[src/rtl/relu_seq_ctrl_if.sv]
// Purpose : bundles the config, read-port, Relu-unit and write-port signals of relu_seq_ctrl.
// Latency : n/a (wiring only).
// Backpressure: none; the read port, unit and write port are fixed-latency and always accept.
// Ports   : master = environment (config regs, memory, Relu unit); slave = the sequencer.
interface relu_seq_ctrl_if #(
   parameter int DATA_W = 32,
   parameter int ADDR_W = 16,
   parameter int LEN_W  = 16
);
   logic              start_i;
   logic              abort_i;
   logic [LEN_W-1:0]  len_i;
   logic [ADDR_W-1:0] rd_base_i;
   logic [ADDR_W-1:0] wr_base_i;
   logic              busy_o;
   logic              done_o;
   logic              rd_en_o;
   logic [ADDR_W-1:0] rd_addr_o;
   logic [DATA_W-1:0] rd_data_i;
   logic              unit_running_o;
   logic [DATA_W-1:0] unit_in0_o;
   logic [DATA_W-1:0] unit_out0_i;
   logic              wr_en_o;
   logic [ADDR_W-1:0] wr_addr_o;
   logic [DATA_W-1:0] wr_data_o;

   modport master (
      output start_i, abort_i, len_i, rd_base_i, wr_base_i, rd_data_i, unit_out0_i,
      input  busy_o, done_o, rd_en_o, rd_addr_o, unit_running_o, unit_in0_o,
             wr_en_o, wr_addr_o, wr_data_o
   );

   modport slave (
      input  start_i, abort_i, len_i, rd_base_i, wr_base_i, rd_data_i, unit_out0_i,
      output busy_o, done_o, rd_en_o, rd_addr_o, unit_running_o, unit_in0_o,
             wr_en_o, wr_addr_o, wr_data_o
   );
endinterface

[src/rtl/relu_seq_ctrl.sv]
// Purpose : streams len words from a read port through a Relu unit into a write port.
// Latency : write for element k lands RD_LAT+UNIT_LAT cycles after its read; done one cycle after last write.
// Backpressure: none; one read issued per cycle in ISSUE, abort_i flushes everything in flight.
// Ports   : clk, rst (sync, active-high); bus = slave side of relu_seq_ctrl_if
//           (config start/abort/len/bases, read strobe/addr/data, unit running/in0/out0, write strobe/addr/data).
module relu_seq_ctrl #(
   parameter int DATA_W   = 32,
   parameter int ADDR_W   = 16,
   parameter int LEN_W    = 16,
   parameter int RD_LAT   = 1,
   parameter int UNIT_LAT = 1
) (
   input  logic           clk,
   input  logic           rst,
   relu_seq_ctrl_if.slave bus
);
   localparam int L = RD_LAT + UNIT_LAT;

   typedef enum logic [1:0] {IDLE, ISSUE, DRAIN, DONE} state_t;

   state_t            state, state_nxt;
   logic [LEN_W-1:0]  len_q;
   logic [LEN_W-1:0]  rd_cnt;
   logic [LEN_W-1:0]  wr_cnt;
   logic [ADDR_W-1:0] rd_base;
   logic [ADDR_W-1:0] wr_base;
   logic [L-1:0]      vpipe;
   logic [L-1:0]      vpipe_nxt;
   logic              rd_en;
   logic              wr_en;
   logic              accept;

   assign rd_en  = (state == ISSUE);
   assign wr_en  = vpipe[L-1];
   assign accept = (state == IDLE) && bus.start_i && !bus.abort_i && (bus.len_i != '0);

   // Bit i set means a read issued i+1 cycles ago is still in flight; the top tap
   // lines up with the unit output for that element.
   assign vpipe_nxt = (vpipe << 1) | L'(rd_en);

   always_comb begin
      state_nxt = state;
      if (bus.abort_i) begin
         state_nxt = IDLE;
      end else begin
         case (state)
            IDLE: begin
               if (bus.start_i) state_nxt = (bus.len_i != '0) ? ISSUE : DONE;
            end
            ISSUE: begin
               if (rd_cnt == len_q - LEN_W'(1)) state_nxt = DRAIN;
            end
            DRAIN: begin
               // Leave as the last in-flight element is written, so done follows it directly.
               if (vpipe_nxt == '0) state_nxt = DONE;
            end
            DONE:    state_nxt = IDLE;
            default: state_nxt = IDLE;
         endcase
      end
   end

   always_ff @(posedge clk) begin
      if (rst) begin
         state   <= IDLE;
         len_q   <= '0;
         rd_base <= '0;
         wr_base <= '0;
         rd_cnt  <= '0;
         wr_cnt  <= '0;
         vpipe   <= '0;
      end else begin
         state <= state_nxt;
         if (bus.abort_i) begin
            // Config is kept on abort; only in-flight work is discarded.
            rd_cnt <= '0;
            wr_cnt <= '0;
            vpipe  <= '0;
         end else begin
            vpipe <= vpipe_nxt;
            if (accept) begin
               len_q   <= bus.len_i;
               rd_base <= bus.rd_base_i;
               wr_base <= bus.wr_base_i;
               rd_cnt  <= '0;
               wr_cnt  <= '0;
            end else begin
               if (rd_en) rd_cnt <= rd_cnt + LEN_W'(1);
               if (wr_en) wr_cnt <= wr_cnt + LEN_W'(1);
            end
         end
      end
   end

   // Addresses wrap modulo 2^ADDR_W.
   assign bus.rd_addr_o      = rd_base + ADDR_W'(rd_cnt);
   assign bus.wr_addr_o      = wr_base + ADDR_W'(wr_cnt);
   assign bus.rd_en_o        = rd_en;
   assign bus.wr_en_o        = wr_en;
   assign bus.busy_o         = (state == ISSUE) || (state == DRAIN);
   assign bus.done_o         = (state == DONE);
   assign bus.unit_running_o = (state == ISSUE) || (state == DRAIN);
   assign bus.unit_in0_o     = bus.rd_data_i;
   assign bus.wr_data_o      = bus.unit_out0_i;
endmodule

[src/flat_wrapper.sv]
// flat-port wrapper written by rule: the top's interface ports become plain ports
module relu_seq_ctrl_flat 
#(
   parameter int DATA_W   = 32,
   parameter int ADDR_W   = 16,
   parameter int LEN_W    = 16,
   parameter int RD_LAT   = 1,
   parameter int UNIT_LAT = 1
)
  (clk, rst, bus_start_i, bus_abort_i, bus_len_i, bus_rd_base_i, bus_wr_base_i, bus_rd_data_i, bus_unit_out0_i, bus_busy_o, bus_done_o, bus_rd_en_o, bus_rd_addr_o, bus_unit_running_o, bus_unit_in0_o, bus_wr_en_o, bus_wr_addr_o, bus_wr_data_o);
  relu_seq_ctrl_if #(.DATA_W(DATA_W), .ADDR_W(ADDR_W), .LEN_W(LEN_W)) bus_i ();
  input  logic clk;
  input  logic rst;
  input wire logic [$bits(bus_i.start_i)-1:0] bus_start_i;
  input wire logic [$bits(bus_i.abort_i)-1:0] bus_abort_i;
  input wire logic [$bits(bus_i.len_i)-1:0] bus_len_i;
  input wire logic [$bits(bus_i.rd_base_i)-1:0] bus_rd_base_i;
  input wire logic [$bits(bus_i.wr_base_i)-1:0] bus_wr_base_i;
  input wire logic [$bits(bus_i.rd_data_i)-1:0] bus_rd_data_i;
  input wire logic [$bits(bus_i.unit_out0_i)-1:0] bus_unit_out0_i;
  output wire logic [$bits(bus_i.busy_o)-1:0] bus_busy_o;
  output wire logic [$bits(bus_i.done_o)-1:0] bus_done_o;
  output wire logic [$bits(bus_i.rd_en_o)-1:0] bus_rd_en_o;
  output wire logic [$bits(bus_i.rd_addr_o)-1:0] bus_rd_addr_o;
  output wire logic [$bits(bus_i.unit_running_o)-1:0] bus_unit_running_o;
  output wire logic [$bits(bus_i.unit_in0_o)-1:0] bus_unit_in0_o;
  output wire logic [$bits(bus_i.wr_en_o)-1:0] bus_wr_en_o;
  output wire logic [$bits(bus_i.wr_addr_o)-1:0] bus_wr_addr_o;
  output wire logic [$bits(bus_i.wr_data_o)-1:0] bus_wr_data_o;
  assign bus_i.start_i = bus_start_i;
  assign bus_i.abort_i = bus_abort_i;
  assign bus_i.len_i = bus_len_i;
  assign bus_i.rd_base_i = bus_rd_base_i;
  assign bus_i.wr_base_i = bus_wr_base_i;
  assign bus_i.rd_data_i = bus_rd_data_i;
  assign bus_i.unit_out0_i = bus_unit_out0_i;
  assign bus_busy_o = bus_i.busy_o;
  assign bus_done_o = bus_i.done_o;
  assign bus_rd_en_o = bus_i.rd_en_o;
  assign bus_rd_addr_o = bus_i.rd_addr_o;
  assign bus_unit_running_o = bus_i.unit_running_o;
  assign bus_unit_in0_o = bus_i.unit_in0_o;
  assign bus_wr_en_o = bus_i.wr_en_o;
  assign bus_wr_addr_o = bus_i.wr_addr_o;
  assign bus_wr_data_o = bus_i.wr_data_o;
  relu_seq_ctrl #(.DATA_W(DATA_W), .ADDR_W(ADDR_W), .LEN_W(LEN_W), .RD_LAT(RD_LAT), .UNIT_LAT(UNIT_LAT)) u_core (.clk(clk), .rst(rst), .bus(bus_i));
endmodule
[config.mk]
export PLATFORM = sky130hd
export DESIGN_NAME = relu_seq_ctrl_flat
export DESIGN_NICKNAME = d
export VERILOG_FILES = /design/src/rtl/relu_seq_ctrl_if.sv /design/src/rtl/relu_seq_ctrl.sv /design/src/flat_wrapper.sv
export SDC_FILE = /design/constraint.sdc
export NUM_CORES = 1
export LEC_CHECK = 0
export BUFFER_PORTS_ARGS = -buffer_cell sky130_fd_sc_hd__buf_4
export CAP_MARGIN = 40
export CORE_ASPECT_RATIO = 1.5
export CORE_UTILIZATION = 45
export CTS_CLUSTER_SIZE = 28
export DETAILED_ROUTE_END_ITERATION = 12
export PLACE_DENSITY = 0.75
export SLEW_MARGIN = 10
export SYNTH_ARGS = -nofsm -noshare
export SYNTH_HDL_FRONTEND = slang
export SYNTH_SLANG_ARGS = --single-unit
[constraint.sdc]
create_clock -name clk -period 2.69 [get_ports clk]
set_input_delay 0.1345 -clock clk [delete_from_list [all_inputs] [get_ports clk]]
set_output_delay 0.1345 -clock clk [all_outputs]
set_load 0.01 [all_outputs]
After elaboration in Yosys (flattened, before gate mapping)
Index checks and enable logic that the tools add are counted.
{"block": "totals", "reg_bits": 84, "output_inout_bits": 101, "input_bits": 116, "word_cells": 38}
{"block": "classes", "n_reduce_logical": 12, "bitwise_logic": 2, "addsub": 5, "n_eq_ne": 7, "mux": 5}
{"cell": "adder 16 x 1 -> 16 bit (second input constant)", "count": 2}
{"cell": "adder 16 bit", "count": 2}
{"cell": "== test 16 bit", "count": 1}
{"cell": "nonzero test 16 bit", "count": 1}
{"cell": "subtractor 16 x 1 -> 16 bit (second input constant)", "count": 1}
{"cell": "2-to-1 mux 2 bit", "count": 4}
{"cell": "one-hot mux 2 bit (4 select lines)", "count": 1}
{"cell": "== test 2 bit (second input constant)", "count": 2}
{"cell": "logical NOT 2 bit", "count": 2}
{"cell": "!= test 2 bit (second input constant)", "count": 2}
{"cell": "logical AND 1 bit", "count": 3}
{"cell": "AND reduction 3 bit", "count": 1}
{"cell": "OR reduction 3 bit", "count": 1}
{"cell": "== test 2 x 1 -> 1 bit (second input constant)", "count": 1}
{"cell": "!= test 2 x 1 -> 1 bit (second input constant)", "count": 1}
{"cell": "OR 2 x 1 -> 2 bit", "count": 1}
{"cell": "AND reduction 2 bit", "count": 1}
{"cell": "OR reduction 2 bit", "count": 1}
{"cell": "logical NOT 1 bit", "count": 1}
{"cell": "logical OR 1 bit", "count": 1}
{"cell": "NOT 1 bit", "count": 1}

Longest topological paths before layout
Gate-level depths: netlist of the first run.
{"block": "logic_depth", "word_depth": 5, "ltp_mapped": 10, "ltp_nobuf": 10}

Worst setup path after synthesis of the first run
Ideal clock, no wire load.
{"block": "synth_timing", "path_kind": "flip-flop to flip-flop", "start": "reg u_core.len_q[0]", "end": "reg u_core.state[0]", "setup_time_ns": 0.122, "stages_incl_launch_ff": 10, "path_slack_ns": 0.238, "synth_period_minus_slack_ns": 2.452, "required_ns": 2.568, "arrival_ns": 2.330, "cell_sequence": "dfxtp_1 > inv_1 > ha_1 > or4b_4 > or3_2 > o31ai_1 > nand4_1 > nor4b_2 > a2bb2oi_2 > mux2i_1"}
{"block": "synth_via", "elab_chain_len": 4}
{"element": "from (decl)", "line": "relu_seq_ctrl.sv:22", "rtl": "logic [LEN_W-1:0] len_q;"}
{"element": "from (signal assigned)", "line": "relu_seq_ctrl.sv:82", "rtl": "len_q <= bus.len_i;"}
{"element": "subtractor 16 x 1 -> 16 bit", "line": "relu_seq_ctrl.sv:51", "rtl": "if (rd_cnt == len_q - LEN_W'(1)) state_nxt = DRAIN;"}
{"element": "== test 16 bit", "line": "relu_seq_ctrl.sv:51"}
{"element": "!= test 2 bit (no source line)"}
{"element": "AND reduction 3 bit (no source line)"}
{"element": "to (signal assigned)", "line": "relu_seq_ctrl.sv:73", "rtl": "state <= state_nxt;"}
{"element": "to (decl)", "line": "relu_seq_ctrl.sv:21", "rtl": "state_t state, state_nxt;"}
Every way passes these cells.
A chain may end at the register's enable or synchronous reset.

Worst setup path in the final report of the first run
{"block": "layout_timing", "start": "reg u_core.rd_cnt[0]", "end": "out bus_rd_addr_o[14]"}
{"block": "layout_via", "elab_chain_len": 1}
{"element": "from (decl)", "line": "relu_seq_ctrl.sv:23", "rtl": "logic [LEN_W-1:0] rd_cnt;"}
{"element": "from (signal assigned)", "line": "relu_seq_ctrl.sv:88", "rtl": "if (rd_en) rd_cnt <= rd_cnt + LEN_W'(1);"}
{"element": "adder 16 bit", "line": "relu_seq_ctrl.sv:96", "rtl": "assign bus.rd_addr_o = rd_base + ADDR_W'(rd_cnt);"}
{"element": "to (decl)", "line": "flat_wrapper.sv:24", "rtl": "output wire logic [$bits(bus_i.rd_addr_o)-1:0] bus_rd_addr_o;"}
Every way passes these cells.

==> results of run 1 <==
[kinds of logic after synthesis]
family,share of synthesized area (%)
AO/OA/AOI/OAI,14.2
XOR/XNOR,11.7
adder cells (fa/ha/maj),9.17
buffers and inverters,11.8
flip-flops,29.9
multiplexers,0.891
AND/OR/NAND/NOR,22.3
[cell type report]
cell class / count / area (µm²)
Inverter: 19 / 71.3
Multi-Input combinational cell: 519 / 3460
Timing Repair Buffer: 115 / 883
Clock buffer: 10 / 239
Sequential cell: 84 / 1700
Fill cell: 1113 / 5460
Clock inverter: 6 / 70.1
Tap cell: 153 / 191
[worst reg2reg max path: stages, from the launching register on]
cell	delay, ns
dfxtp_2	0.35
inv_1	0.09
ha_4	0.15
or4b_4	0.48
or3_2	0.49
o31ai_2	0.18
nand4_1	0.13
nor4b_2	0.34
a2bb2oi_2	0.12
mux2i_1	0.14
[per-stage QoR]
step                      setup TNS [ns]  power, W  utilization, %
final                                  0   0.00307            54.8
after global routing              -0.215   0.00320            54.8
after CTS                              0   0.00308            53.4
after global placement                 0   0.00179            49.9
after floorplan                        0   0.00171               -
after detailed placement               0   0.00180            50.2
[routing by layer]
| metal | vias to the layer above | GRT usage, % | wire [µm] |
|---|---|---|---|
| met5 | - | 0 | 0 |
| met4 | 0 | 11.6 | 656 |
| met3 | 63 | 4.61 | 730 |
| met2 | 137 | 38.8 | 6990 |
| met1 | 2196 | 21.8 | 5130 |
| li1 | 2443 | - | - |
[power breakdown]
group | switching [W] | leakage [nW] | total (W) | internal [W]
Combinational | 0.000244 | 1.93 | 0.000478 | 0.000234
Clock | 0.000526 | 0.142 | 0.00128 | 0.000751
Sequential | 0.0000344 | 0.688 | 0.00132 | 0.00128
[cells in the mapped netlist, types with 3 or more instances]
cell type / n / area (µm²)
a2111oi_0: 3 / 26.3
a211oi_1: 4 / 30.0
a21boi_0: 3 / 22.5
a21o_1: 6 / 45.0
a21oi_1: 72 / 360
and2_1: 6 / 37.5
and3_1: 7 / 43.8
and4_1: 3 / 26.3
buf_4: 65 / 488
clkbuf_1: 25 / 93.8
dfxtp_1: 84 / 1680
ha_1: 38 / 475
inv_1: 19 / 71.3
mux2i_1: 5 / 50.1
nand2_1: 118 / 443
nand2b_1: 4 / 25.0
nand3_1: 16 / 80.1
nand4_1: 18 / 113
nor2_1: 50 / 188
nor2b_1: 3 / 18.8
nor3_1: 11 / 55.1
nor4_1: 9 / 56.3
o211ai_1: 3 / 22.5
o21a_1: 9 / 67.6
o21ai_0: 16 / 80.1
o21bai_1: 4 / 30.0
o22ai_1: 3 / 18.8
o31ai_1: 4 / 30.0
or3_1: 6 / 37.5
xnor2_1: 39 / 342
xor2_1: 36 / 315
[timing repair]
| item | 4_1_cts | 5_1_grt |
|---|---|---|
| resized for setup | 20 | 33 |
| buffers inserted | 2 | 4 |
| pin swaps | 10 | 33 |
| setup endpoints to repair | 8 | 12 |
[path summary, 6_finish.rpt]
check	start	end	slack [ns]	cells past startpoint
worst min register to register	u_core.wr_base[8]	u_core.wr_base[8]	0.46	2
worst max-delay path	u_core.rd_cnt[0]	bus_rd_addr_o[14]	0.02	11
worst max register to register	u_core.len_q[0]	u_core.state[1]	0.10	9
worst min-delay path	bus_wr_base_i[0]	u_core.wr_base[0]	0.03	3
[flip-flops by register name (all words and copies together) (netlist names)]
register and cells:
u_core.vpipe 2, u_core.state 2, u_core.rd_cnt 16, u_core.len_q 16, u_core.rd_base 16, u_core.wr_base 16, u_core.wr_cnt 16
==> results.md, run 1 <==
- Vias after detailed routing: approximately 4800
- Worst path max stage delay: 0.36 ns
- Post-DP Area: around 6100 µm²
- Syn Area/Cell: ~7.9 µm²
- WL final: roughly 14 mm
- GP Congestion: between 0.9 and 1
- Initial Utilization: 46.5%
- Crit path arrival time: about 2.5 ns
- Final setup viols: 0
- Most frequent cells in the layout: nand2_1, buf_4, dfxtp_1, a21oi_1, nor2_1
- Yosys cell types: 52
- Status: completed
- Drt drc: 0
- Final instance area: 6620 µm²
- Worst-path clk slew: 0.06 ns
- Die height: roughly 140 µm
- Worst path buffer plus inverter count: 2
- Top delay family on crit path: compound AO/OA/AOI/OAI gates
- Core area: ~12000 µm²
- Count of yosys warnings during synthesis: 0
- Sequential area share after synthesis: around 30%
- CTS Buffer Depth: 2
- Via density: roughly 5.3
- Slew at the pin with the worst max-slew slack: 0.563 ns
- IO Count: roughly 220
- CTS tree: yes
- TritonCTS buffer count: 9
- H-tree lvl count: 3
- Largest net degree at the start of global routing: 50
- Setup WS pre-CTS: between 0.06 and 0.07 ns
- Initial antenna violation count: 0
- Root buf cell: clkbuf_16
- Hold WC Path Type: in -> reg
- Placed cells: between 800 and 900
- Min cycle time layout: 2.67 ns
- Max Slew Vio Count: 0
- Final Hold Viols: 0
- DIE WIDTH: a little over 90 µm
- Final worst-path cycle share: about 99%
- Half-perimeter wire length after placement: about 10 mm
- Layout cell share with drive strength beyond 1: a little under a quarter
- Leading register cell type out of synthesis: dfxtp_1
- Layout area overhead: 17.8%
- Max IR drop VDD: between 0.0003 and 0.0004 V
- First-pass GRT wire length: between 20 and 25 mm
- Worst EP required: roughly 2.6 ns
- Clk_skew: around 0.008 ns
- Cell Area, Synth: 5620 µm²
- Cells along the critical path: ha_4, inv_2, fa_2, nor2b_1, o21ai_1, a21boi_1, o211ai_1, and2_4, o21ai_2, xor2_1, buf_4
- Die ar.: roughly 13000 µm²
- First-pass detailed-route iteration total: 4
- Post-synthesis async set-or-reset flop share: 0%
- Gate Count Post-Synth: approximately 720
- Clk sink count: 84
- Port bufs: slightly below 90
- Worst setup margin: around 0.021 ns
- Type of origin of the critical path: flop
- Drt initial violations: around 210
- Worst-skew pair later-pin latency: between 0.3 and 0.4 ns
- Leak: 2.76 nW
- Crit path max fanout: 2
- Vias in the first global route: just under 5000
- Highest clock rate: 375 MHz
- Mapped Nets: 871
- Max-Cap Viols: 0
- Antenna cells: 0
- EDFF count, synth: 0
- Routed WL per cell: about 15 µm
- Nets: between 900 and 1000
- Remaining global-route overflow: 0
- Rows: between 40 and 50
- Final ANT Viol Nets: 0
- Worst setup path category: reg -> out
- Power per cell area: 464 nW/µm²
- Gr usage total: about a fifth
- Worst setup EP type: primary output
- Post-route insts no fill: between 900 and 1000
- Hold slack: 0.0295 ns
- #FFs+latches synth: 84
- Slew Limit Headroom: 62.5%
- CTS hold repair buffers: 0
- Most common library cell in the layout ignoring fill and taps: nand2_1
- Slowest-stage cell, CP: fa_2
- RSZ-0062 raised after global routing: yes
(Power assumes the default switching activity.)
==> run 2, diff against run 1 <==
--- a/config.mk
+++ b/config.mk
@@ -8,10 +8,12 @@
 export BUFFER_PORTS_ARGS = -buffer_cell sky130_fd_sc_hd__buf_4
 export CAP_MARGIN = 40
 export CORE_ASPECT_RATIO = 1.5
+export CORE_MARGIN = 1
 export CORE_UTILIZATION = 45
 export CTS_CLUSTER_SIZE = 28
 export DETAILED_ROUTE_END_ITERATION = 12
 export PLACE_DENSITY = 0.75
+export REMOVE_ABC_BUFFERS = 1
 export SLEW_MARGIN = 10
 export SYNTH_ARGS = -nofsm -noshare
 export SYNTH_HDL_FRONTEND = slang
==> results.md, run 2 (same netlist as run 1, synthesis figures left out) <==
- Initial antenna violation count: 0 (unchanged)
- Final Hold Viols: 0 (unchanged)
- Leak: 2.79 nW (was 2.76 nW)
- Setup WS pre-CTS: 0.101 ns (was 0.0628 ns)
- Final setup viols: 0 (unchanged)
- Max IR drop VDD: 0.000303 V (was 0.000323 V)
- Crit path max fanout: 2 (unchanged)
- H-tree lvl count: 3 (unchanged)
- Crit path arrival time: 2.51 ns (was 2.53 ns)
- Final core occ: 54.8% (about the same)
- CTS tree: yes (unchanged)
- Hold slack: 0.0299 ns (was 0.0295 ns)
- Most common library cell in the layout ignoring fill and taps: nand2_1 (unchanged)
- Worst path max stage delay: 0.39 ns (was 0.36 ns)
- Psw: 0.000786 W (was 0.000804 W)
- Fillers: 1134 (was 1113)
- Slew at the pin with the worst max-slew slack: 0.536 ns (was 0.563 ns)
- Layout cell share with drive strength beyond 1: 24.0% (was 23.9%)
- Most frequent cells in the layout: nand2_1, buf_4, dfxtp_1, a21oi_1, nor2_1 (unchanged)
- Reg power frac: 42.0% (was 42.9%)
- Highest clock rate: 378 MHz (was 375 MHz)
- Worst-path clk slew: 0.06 ns (about the same)
- TritonCTS buffer count: 9 (unchanged)
- Rows: 49 (unchanged)
- First-pass detailed-route iteration total: 5 (was 4)
- Routed WL per cell: 18.7 µm (was 14.9 µm)
- Die ar.: 13000 µm² (unchanged)
- First-pass GRT wire length: 25.2 mm (was 22.0 mm)
- WL final: 17.0 mm (was 13.5 mm)
- Slew Limit Headroom: 64.2% (was 62.5%)
- Clock Power Share: 42.8% (was 41.6%)
- IO Count: 217 (unchanged)
- Worst setup EP type: primary output (unchanged)
- Largest net degree at the start of global routing: 50 (unchanged)
- Worst setup margin: 0.0476 ns (was 0.0215 ns)
- Vias after detailed routing: 5035 (was 4839)
- Min cycle time layout: 2.64 ns (was 2.67 ns)
- Max-Cap Viols: 0 (unchanged)
- Final worst-path cycle share: 98.2% (was 99.2%)
- Cells along the critical path: ha_4, inv_2, fa_2, nor2b_2, o21a_1, o21ai_2, a21oi_2, a2111oi_2, o21bai_1, xor2_1, buf_4 (was ha_4, inv_2, fa_2, nor2b_1, o21ai_1, a21boi_1, o211ai_1, and2_4, o21ai_2, xor2_1, buf_4)
- Layout area overhead: 17.8% (about the same)
- Half-perimeter wire length after placement: 12.9 mm (was 10.0 mm)
- Initial Utilization: 46.5% (unchanged)
- Die height: 139 µm (unchanged)
- Drt initial violations: 309 (was 209)
- Root buf cell: clkbuf_16 (unchanged)
- Worst EP required: 2.56 ns (about the same)
- Type of origin of the critical path: flop (unchanged)
- CTS Buffer Depth: 2 (unchanged)
- Hold WC Path Type: in -> reg (unchanged)
- Antenna cells: 0 (unchanged)
- DIE WIDTH: 93.3 µm (unchanged)
- Pwr Total: 0.00314 W (was 0.00307 W)
- Clk_skew: 0.00666 ns (was 0.00815 ns)
- Drt drc: 0 (unchanged)
- Net Sw Frac: 25.1% (was 26.2%)
- GP Congestion: 0.961 (was 0.956)
- RSZ-0062 raised after global routing: yes (unchanged)
- Clk sink count: 84 (unchanged)
- Final ANT Viol Nets: 0 (unchanged)
- Internal: 0.00235 W (was 0.00227 W)
- Slowest-stage cell, CP: a2111oi_2 (was fa_2)
- Core area: 12100 µm² (unchanged)
- Status: completed (unchanged)
- Via density: 5.55 (was 5.34)
- Nets: 906 (was 904)
- Worst-skew pair later-pin latency: 0.34 ns (about the same)
- Worst setup path category: reg -> out (unchanged)
- Power per cell area: 474 nW/µm² (was 464 nW/µm²)
- Remaining global-route overflow: 0 (unchanged)
- Vias in the first global route: 4835 (was 4826)
- Max Slew Vio Count: 0 (unchanged)
- Gr usage total: 25.8% (was 21.2%)
- Logic pwr share: 15.3% (was 15.6%)
- Port bufs: 88 (unchanged)
[run 2: cell types whose count changed in the layout (fill, tap and decap cells not counted), sizes merged]
| cell | before | now |
|---|---|---|
| inv | 21 | 19 |
| clkbuf | 10 | 11 |
| clkinv | 0 | 3 |
| buf | 115 | 117 |
| clkinvlp | 3 | 0 |
| bufinv | 1 | 2 |
[run 2: path summary, 6_finish.rpt]
kind                             end  slack [ns]                from  cells past startpoint
hold / removal     u_core.rd_base[0]        0.03    bus_rd_base_i[0]                      3
setup / recovery   bus_wr_addr_o[14]        0.05   u_core.wr_base[0]                     11
hold reg to reg   u_core.rd_base[11]        0.46  u_core.rd_base[11]                      2
setup reg to reg     u_core.state[0]        0.17     u_core.len_q[0]                      9
[run 2: final cells by class]
type / count / area (µm²) / share of cell area [%]
multi-input cells: 519 / 3430 / 51.9
flip-flops and latches: 84 / 1700 / 25.6
repair buffers: 117 / 911 / 13.8
clock buffers: 11 / 243 / 3.67
well taps: 153 / 191 / 2.89
clock inverters: 5 / 75.1 / 1.13
inverters: 19 / 71.3 / 1.08
[run 2: worst max-delay path: cells and delay by family (launching register included)]
family | cells | cell delay [ns]
buffers and inverters | 2 | 0.19
DFF | 1 | 0.34
AOI/OAI and AO/OA | 5 | 1.02
adders and majority gates | 2 | 0.39
and+or+nand+nor | 1 | 0.05
xor gates and xnor gates | 1 | 0.17
[run 2: routing by layer]
layer | wire length [µm] | global-route usage (%) | up-vias
met5 | 34 | 1.98 | -
li1 | - | - | 2457
met2 | 8330 | 44.2 | 203
met4 | 1250 | 16.7 | 2
met3 | 1780 | 12.1 | 57
met1 | 5580 | 24.0 | 2316
[run 2: per-stage QoR]
stage	instance area [µm²]	cells	TNS (ns)
finish	6620	908	0
global route	6620	908	-0.202
CTS	6500	906	0
detailed placement	6100	888	0
global placement	6070	887	0
floorplan	5030	622	-6.60
[run 2: power groups by stage]
stage,Sequential (W),Combinational [W],Clock [W]
floorplan,0.00133,0.000257,0
global placement,0.00134,0.000453,0
detailed placement,0.00134,0.000461,0
CTS,0.00131,0.000466,0.00136
global route,0.00132,0.000527,0.00142
finish,0.00132,0.000479,0.00134
[run 2: what timing repair did]
action	4_1_cts	5_1_grt
pin swaps	12	24
hold buffers	0	0
setup buffers	2	3
gates cloned	0	0
resized for setup	18	33
endpoints found under the setup margin	6	12
hold endpoints to repair	0	0
